--- config.mk ---
export PLATFORM = sky130hd
export DESIGN_NAME = serial_adder_flat
export DESIGN_NICKNAME = d
export VERILOG_FILES = /design/src/rtl/serial_adder_if.sv /design/src/rtl/serial_adder.sv /design/src/flat_wrapper.sv
export SDC_FILE = /design/constraint.sdc
export NUM_CORES = 1
export LEC_CHECK = 0
export ABC_CLOCK_PERIOD_IN_PS = 2350
export CAP_MARGIN = 5
export CORE_UTILIZATION = 56
export CTS_CLUSTER_DIAMETER = 30
export DETAILED_ROUTE_END_ITERATION = 10
export PLACE_DENSITY = 0.85
export RECOVER_POWER = 100
export SETUP_SLACK_MARGIN = 0.1
export SLEW_MARGIN = 20
export SYNTH_ARGS = -nofsm -noshare
export SYNTH_HDL_FRONTEND = slang
export SYNTH_SLANG_ARGS = --single-unit
--- constraint.sdc ---
create_clock -name clk -period 2.35 [get_ports clk]
set_input_delay 0.235 -clock clk [delete_from_list [all_inputs] [get_ports clk]]
set_output_delay 0.235 -clock clk [all_outputs]
set_load 0.01 [all_outputs]
--- src/rtl/serial_adder_if.sv ---
// Handshake/data bundle for the bit-serial adder: operands and strobe in,
// status and registered result out.
interface serial_adder_if #(
    parameter int WIDTH = 8
) ();
    logic             start;
    logic [WIDTH-1:0] a;
    logic [WIDTH-1:0] b;
    logic             cin;
    logic             busy;
    logic             done;
    logic [WIDTH-1:0] sum;
    logic             cout;

    modport master (
        output start, a, b, cin,
        input  busy, done, sum, cout
    );

    modport slave (
        input  start, a, b, cin,
        output busy, done, sum, cout
    );
endinterface

--- src/rtl/serial_adder.sv ---
// Bit-serial adder: one full-adder cell plus a carry flop, LSB first,
// producing {cout,sum} = a + b + cin after WIDTH RUN cycles.
module serial_adder #(
    parameter int WIDTH = 8
) (
    input  logic           clk,
    input  logic           rst_n,
    serial_adder_if.slave  bus
);
    localparam int CNT_W = (WIDTH > 1) ? $clog2(WIDTH) : 1;
    localparam logic [CNT_W-1:0] LAST = CNT_W'(WIDTH - 1);

    typedef enum logic [1:0] {
        IDLE = 2'd0,
        RUN  = 2'd1,
        DONE = 2'd2
    } state_t;

    function automatic logic fa_sum(input logic x, input logic y, input logic ci);
        return x ^ y ^ ci;
    endfunction

    function automatic logic fa_carry(input logic x, input logic y, input logic ci);
        return (x & y) | (ci & (x ^ y));
    endfunction

    state_t           state;
    logic [WIDTH-1:0] sa;
    logic [WIDTH-1:0] sb;
    logic [WIDTH-2:0] r;
    logic             c;
    logic [CNT_W-1:0] cnt;
    logic [WIDTH-1:0] sum_q;
    logic             cout_q;
    logic             busy_q;
    logic             done_q;

    logic             s_bit;
    logic             c_next;
    logic [WIDTH-1:0] r_full;

    assign s_bit  = fa_sum(sa[0], sb[0], c);
    assign c_next = fa_carry(sa[0], sb[0], c);
    // Result bits enter at the MSB; after WIDTH shifts r_full is the whole sum.
    assign r_full = {s_bit, r};

    assign bus.busy = busy_q;
    assign bus.done = done_q;
    assign bus.sum  = sum_q;
    assign bus.cout = cout_q;

    always_ff @(posedge clk or negedge rst_n) begin
        if (!rst_n) begin
            state  <= IDLE;
            sa     <= '0;
            sb     <= '0;
            r      <= '0;
            c      <= 1'b0;
            cnt    <= '0;
            sum_q  <= '0;
            cout_q <= 1'b0;
            busy_q <= 1'b0;
            done_q <= 1'b0;
        end else begin
            case (state)
                IDLE, DONE: begin
                    done_q <= 1'b0;
                    if (bus.start) begin
                        sa     <= bus.a;
                        sb     <= bus.b;
                        c      <= bus.cin;
                        cnt    <= '0;
                        busy_q <= 1'b1;
                        state  <= RUN;
                    end else begin
                        busy_q <= 1'b0;
                        state  <= IDLE;
                    end
                end
                RUN: begin
                    sa  <= sa >> 1;
                    sb  <= sb >> 1;
                    c   <= c_next;
                    r   <= r_full[WIDTH-1:1];
                    cnt <= cnt + 1'b1;
                    // Terminal bit: publish the result including this cycle's bit and carry.
                    if (cnt == LAST) begin
                        sum_q  <= r_full;
                        cout_q <= c_next;
                        busy_q <= 1'b0;
                        done_q <= 1'b1;
                        state  <= DONE;
                    end
                end
                default: begin
                    busy_q <= 1'b0;
                    done_q <= 1'b0;
                    state  <= IDLE;
                end
            endcase
        end
    end
endmodule

--- src/flat_wrapper.sv ---
// flat-port wrapper written by rule: the top's interface ports become plain ports
module serial_adder_flat 
#(
    parameter int WIDTH = 8
)
  (clk, rst_n, bus_start, bus_a, bus_b, bus_cin, bus_busy, bus_done, bus_sum, bus_cout);
  serial_adder_if #(.WIDTH(WIDTH)) bus_i ();
  input  logic clk;
  input  logic rst_n;
  input wire logic [$bits(bus_i.start)-1:0] bus_start;
  input wire logic [$bits(bus_i.a)-1:0] bus_a;
  input wire logic [$bits(bus_i.b)-1:0] bus_b;
  input wire logic [$bits(bus_i.cin)-1:0] bus_cin;
  output wire logic [$bits(bus_i.busy)-1:0] bus_busy;
  output wire logic [$bits(bus_i.done)-1:0] bus_done;
  output wire logic [$bits(bus_i.sum)-1:0] bus_sum;
  output wire logic [$bits(bus_i.cout)-1:0] bus_cout;
  assign bus_i.start = bus_start;
  assign bus_i.a = bus_a;
  assign bus_i.b = bus_b;
  assign bus_i.cin = bus_cin;
  assign bus_busy = bus_i.busy;
  assign bus_done = bus_i.done;
  assign bus_sum = bus_i.sum;
  assign bus_cout = bus_i.cout;
  serial_adder #(.WIDTH(WIDTH)) u_core (.clk(clk), .rst_n(rst_n), .bus(bus_i));
endmodule
After elaboration in Yosys (flattened, before gate mapping)

Cells that the tools add are included.

Bits in registers: 40
Output and inout bits: 11
Logic and storage cells: 42

$add $sub $neg: 1
Equality and inequality tests: 5
Multiplexer cells: 16
Bitwise gates (word level): 5
Reduce and logical (&&, ||, !) cells: 5

Operators with widths:

| cell                                                   | number |
|---|---|
| one-hot mux 8 bit (2 select lines)                     | 2 |
| 2-to-1 mux 8 bit                                       | 2 |
| 2-to-1 mux 1 bit                                       | 6 |
| one-hot mux 3 bit (2 select lines)                     | 1 |
| one-hot mux 1 bit (2 select lines)                     | 2 |
| one-hot mux 2 bit (2 select lines)                     | 1 |
| AND reduction 2 bit                                    | 2 |
| adder 3 x 1 -> 3 bit (second input constant)           | 1 |
| == test 3 bit (second input constant)                  | 1 |
| 2-to-1 mux 3 bit                                       | 1 |
| bitwise AND 1 bit                                      | 2 |
| == test 2 x 1 -> 1 bit (second input constant)         | 1 |
| == test 2 bit (second input constant)                  | 1 |
| logical NOT 2 bit                                      | 1 |
| 2-to-1 mux 2 bit                                       | 1 |
| inequality test 2 x 1 -> 1 bit (second input constant) | 1 |
| inequality test 2 bit (second input constant)          | 1 |
| nonzero test 2 bit                                     | 1 |
| OR reduction 2 bit                                     | 1 |
| XOR 1 bit                                              | 2 |
| bitwise OR 1 bit                                       | 1 |

Logic depth before layout (Yosys ltp)

Gate-level depths: netlist (run 1).

Depth after elaboration: 4
Gate-level depth with buffers: 5
Mapped depth without buffers: 4

Least setup slack after synthesis (run 1)

Ideal clock, no wire load.

Kind: reg-to-reg
Start point: register u_core.cnt[0]
End point: register u_core.cnt[2]
Library setup time: 0.121 ns
Data arrival time: 1.298 ns
Path slack: 0.932 ns
Cell stages (with the launch flop): 5
Path buffers: 0
Period minus slack after synthesis: 1.418 ns
Cells stage by stage: dfrtp_1 ha_1 ha_1 mux2_2 a22o_1

Longest elaborated chain between the ends: 2

Ends and longest elaborated chain:

| item                               | RTL line           | RTL |
|---|---|---|
| start, declared                    | serial_adder.sv:32 | `logic [CNT_W-1:0] cnt;` |
| start signal, assigned             | serial_adder.sv:85 | `cnt <= cnt + 1'b1;` |
| adder 3 x 1 -> 3 bit               | serial_adder.sv:85 |  |
| one-hot mux 3 bit (2 select lines) | serial_adder.sv:65 | `case (state)` |

Every way passes these cells.
A chain may end at the register's enable or synchronous reset.

==> results of run 1 <==
## registers in the layout, indices dropped and copies added (netlist names)
register	flops
u_core.bus.sum	8
u_core.sa	8
u_core.sb	8
u_core.r	7
u_core.cnt	3
u_core.state	2
u_core.bus.busy	1
u_core.bus.cout	1
u_core.c	1
## logic make-up (layout without fill, tap and decap cells)
| kind of cell | after synthesis | in the layout | share of synthesized area (%) |
|---|---|---|---|
| simple gates | 48 | 48 | 13.3 |
| mux | 25 | 25 | 14.4 |
| flops | 39 | 39 | 53.4 |
| compound gates | 35 | 35 | 12.3 |
| xor+xnor | 1 | 1 | 0.479 |
| buf+inv | 13 | 43 | 3.62 |
| fa+ha+maj | 3 | 3 | 2.46 |
## worst max path at each step
stage | start | end | slack [ns] | depth (start not counted)
6_report | u_core.state[1] | bus_done | 0.26 | 2
5_1_grt | u_core.state[1] | bus_done | 0.19 | 2
4_1_cts | u_core.state[1] | bus_done | 0.30 | 2
3_5_place_dp | bus_start | u_core.sa[5] | 0.56 | 5
3_3_place_gp | bus_start | u_core.sa[5] | 0.65 | 5
2_1_floorplan | u_core.cnt[0] | u_core.cnt[2] | 0.93 | 4
## cell usage after synthesis
cell type / count
dfrtp_1: 39
nand2_1: 23
mux2i_1: 14
nor2b_1: 14
a211oi_1: 13
a21oi_1: 13
mux2_1: 9
buf_2: 5
a22o_1: 3
buf_4: 3
clkbuf_1: 3
nand2b_1: 3
nor2_1: 3
o21ai_0: 3
ha_1: 2
inv_1: 2
mux2_2: 2
nand3_1: 2
a22oi_1: 1
fa_1: 1
nand2_4: 1
nor2b_4: 1
nor3_1: 1
o22ai_1: 1
o31ai_1: 1
xnor2_1: 1
## per-stage QoR
stage                     util, %  instances
final                        70.9        238
after global routing         70.9        238
after detailed placement     69.6        230
after global placement       69.6        230
after CTS                    71.3        238
after floorplan                 -        164
## placed cells by master (no fill, tap or decap), drive strengths merged
cell type | netlist | layout
dfrtp | 39 | 39
nand2 | 24 | 24
clkdlybuf4s50 | 0 | 17
nor2b | 15 | 15
mux2i | 14 | 14
a211oi | 13 | 13
a21oi | 13 | 13
dlygate4sd3 | 0 | 12
mux2 | 11 | 11
clkbuf | 3 | 8
nand2b | 3 | 3
nor2 | 3 | 3
o21ai | 3 | 3
a22o | 3 | 3
clkinv | 0 | 3
nand3 | 2 | 2
inv | 2 | 2
ha | 2 | 2
o22ai | 1 | 1
nor3 | 1 | 1
a22oi | 1 | 1
o31ai | 1 | 1
xnor2 | 1 | 1
fa | 1 | 1
buf | 8 | 1
## power groups by stage
stage	Clock (mW)	Combinational, mW	Sequential (mW)
after floorplan	0	0.748	1.20
after global placement	0	1.05	1.20
after detailed placement	0	1.13	1.22
after CTS	0.339	1.13	1.21
after global routing	0.363	1.23	1.24
final	0.325	1.07	1.20
## critical path, delay by kind of cell (launching register included)
kind | cells | cell delay, ns
buffers and inverters | 2 | 0.96
DFF | 1 | 0.54
## routing by layer
layer	up-vias	global-route usage [%]	routed length (um)	part of all wire (%)
li1	629	-	-	-
met1	633	25.6	1420	42
met2	36	41.9	1780	52
met3	6	6.11	152	4.5
met4	0	7.82	42	1.2
met5	-	0	0	0
## area by class of cell
type | count | area, um2
Timing Repair Buffer | 33 | 310
Clock buffer | 5 | 37.5
Inverter | 2 | 7.51
Sequential cell | 39 | 976
Clock inverter | 3 | 15.0
Tap cell | 44 | 55.1
Multi-Input combinational cell | 112 | 779
Fill cell | 249 | 897
==> results.md, run 1 <==
- Synthesized area per cell: approximately 11 um2
- Post-Syn Instances: 164
- Fin. Hold Viols: 0
- First drt pass iteration count: 6
- Cell-internal power: 1.64 mW
- Setup tns final: 0 ns
- RePlAce Congestion: ~0.7
- Min cycle time layout: 2.09 ns
- Fmax: approximately 480 MHz
- Latest clock arrival within the worst-skew pair: 0.34 ns
- Worst Tran Pin Value: 2.02 ns
- Lkg Pwr: ~0.95 nW
- FF-to-FF Start: u_core.state[0]
- CP max FO: 15
- Port buffer count: 30
- Max-capacitance violation count: 1
- Total Power: about 2.6 mW
- R2r worst-path depth: 4
- Crit share post-route: between 80% and 90%
- Hold-fix buffers, CTS: 0
- Top-area cell type share of the netlist area: 53.4%
- Sw frac: 36.8%
- Unrepaired setup endpoints after global routing: no
- Seq pwr share: 46.2%
- Syn. warnings: 0
- Worst Skew: 0.00588 ns
- Clock share of power: 12.5%
- # setup viols final: 0
- Area post-placement: 0.00214 mm2
- Global-route wire length before repair: around 6 mm
- Peak supply drop: 0.589 mV
- Failing checks: capacitance limit, slew limit
- Clock Sinks: 39
- Final Max Slew Viols: 40
- Post-CTS Setup Repair Bufs: 0
- Chip height: just under 60 um
- Syn nets: 187
- Area Growth Syn to Fin: 19.2%
- Status: complete, but fails checks
- Comb pwr share: 41.3%
- Fraction of layout cells with a size suffix above 1: 6.70%
- CTS root buffer: clkbuf_4
- Cell Pwr Density: 1190 mW/mm2
- Worst Setup End Kind: primary output
- Worst hold slack: 0.454 ns
- Initial antenna violation count: 0
- Slew HR: -34.4%
- Reg-to-reg slack, setup: about 0.63 ns
- IO Pins: 31
- DP HPWL: 2.43 mm
- DRT iter0 DRCs: 32
- Crit path cell chain: buf_4, dlygate4sd3_1
- GRT Util Overall: 22.9%
- Largest net degree at the start of global routing: 40
- Critical Path AT: 1.85 ns
- CTS tree: built
- Max clock buf depth: 2
- Core Area: about 0.0031 mm2
- Area contributors post-synth: dfrtp_1, mux2i_1, mux2_1, a211oi_1, nor2b_1
- DP Worst Slack: about 0.56 ns
- Number of global-route vias before repair: between 1000 and 1500
- Post-synthesis sequential area ratio: 53.4%
- # resized after CTS: 0
- Clock slew at reported path FFs: 0.11 ns
- Antenna Nets Post-Route: 0
- Distinct cells, synth: 26
- Layout Nets: 216
- Critical path's slowest cell: dlygate4sd3_1
- Crit-path max cell delay: 0.64 ns
- Die Span X: 59.2 um
- Drc violations: 0
- Fin worst setup slack: 0.264 ns
- Vias: approximately 1300
- Routed wire length: 3.39 mm
- Antenna cells: 0
- Post-Syn Area: roughly 0.0018 mm2
- H-tree Lvls: 2
- Grt ovf: 0
- CTS buffer count: 5
- Vias/cell: 5.48
- Die area: around 0.0035 mm2
- # rows: 20
- Initial core utilization: between 50 and 60%
- Design area: approximately 0.0022 mm2
- R2r endpoint: u_core.sa[6]
- Net switching power: 0.956 mW
- Hold Crit Class: primary input to async pin
- Critical path type: flip-flop to primary output
- CP Launch Type: flip-flop
- Wire per inst: 14.3 um
- Yosys reg bits: 39
- WP data required: 2.12 ns
- Area leader, netlist: dfrtp_1
(Power assumes the default switching activity.)
==> inputs of run 2 (changes only) <==
- TNS_END_PERCENT: not set -> 1
==> results of run 2 <==
Final layout, timing and power as in run 1 (identical DEF).
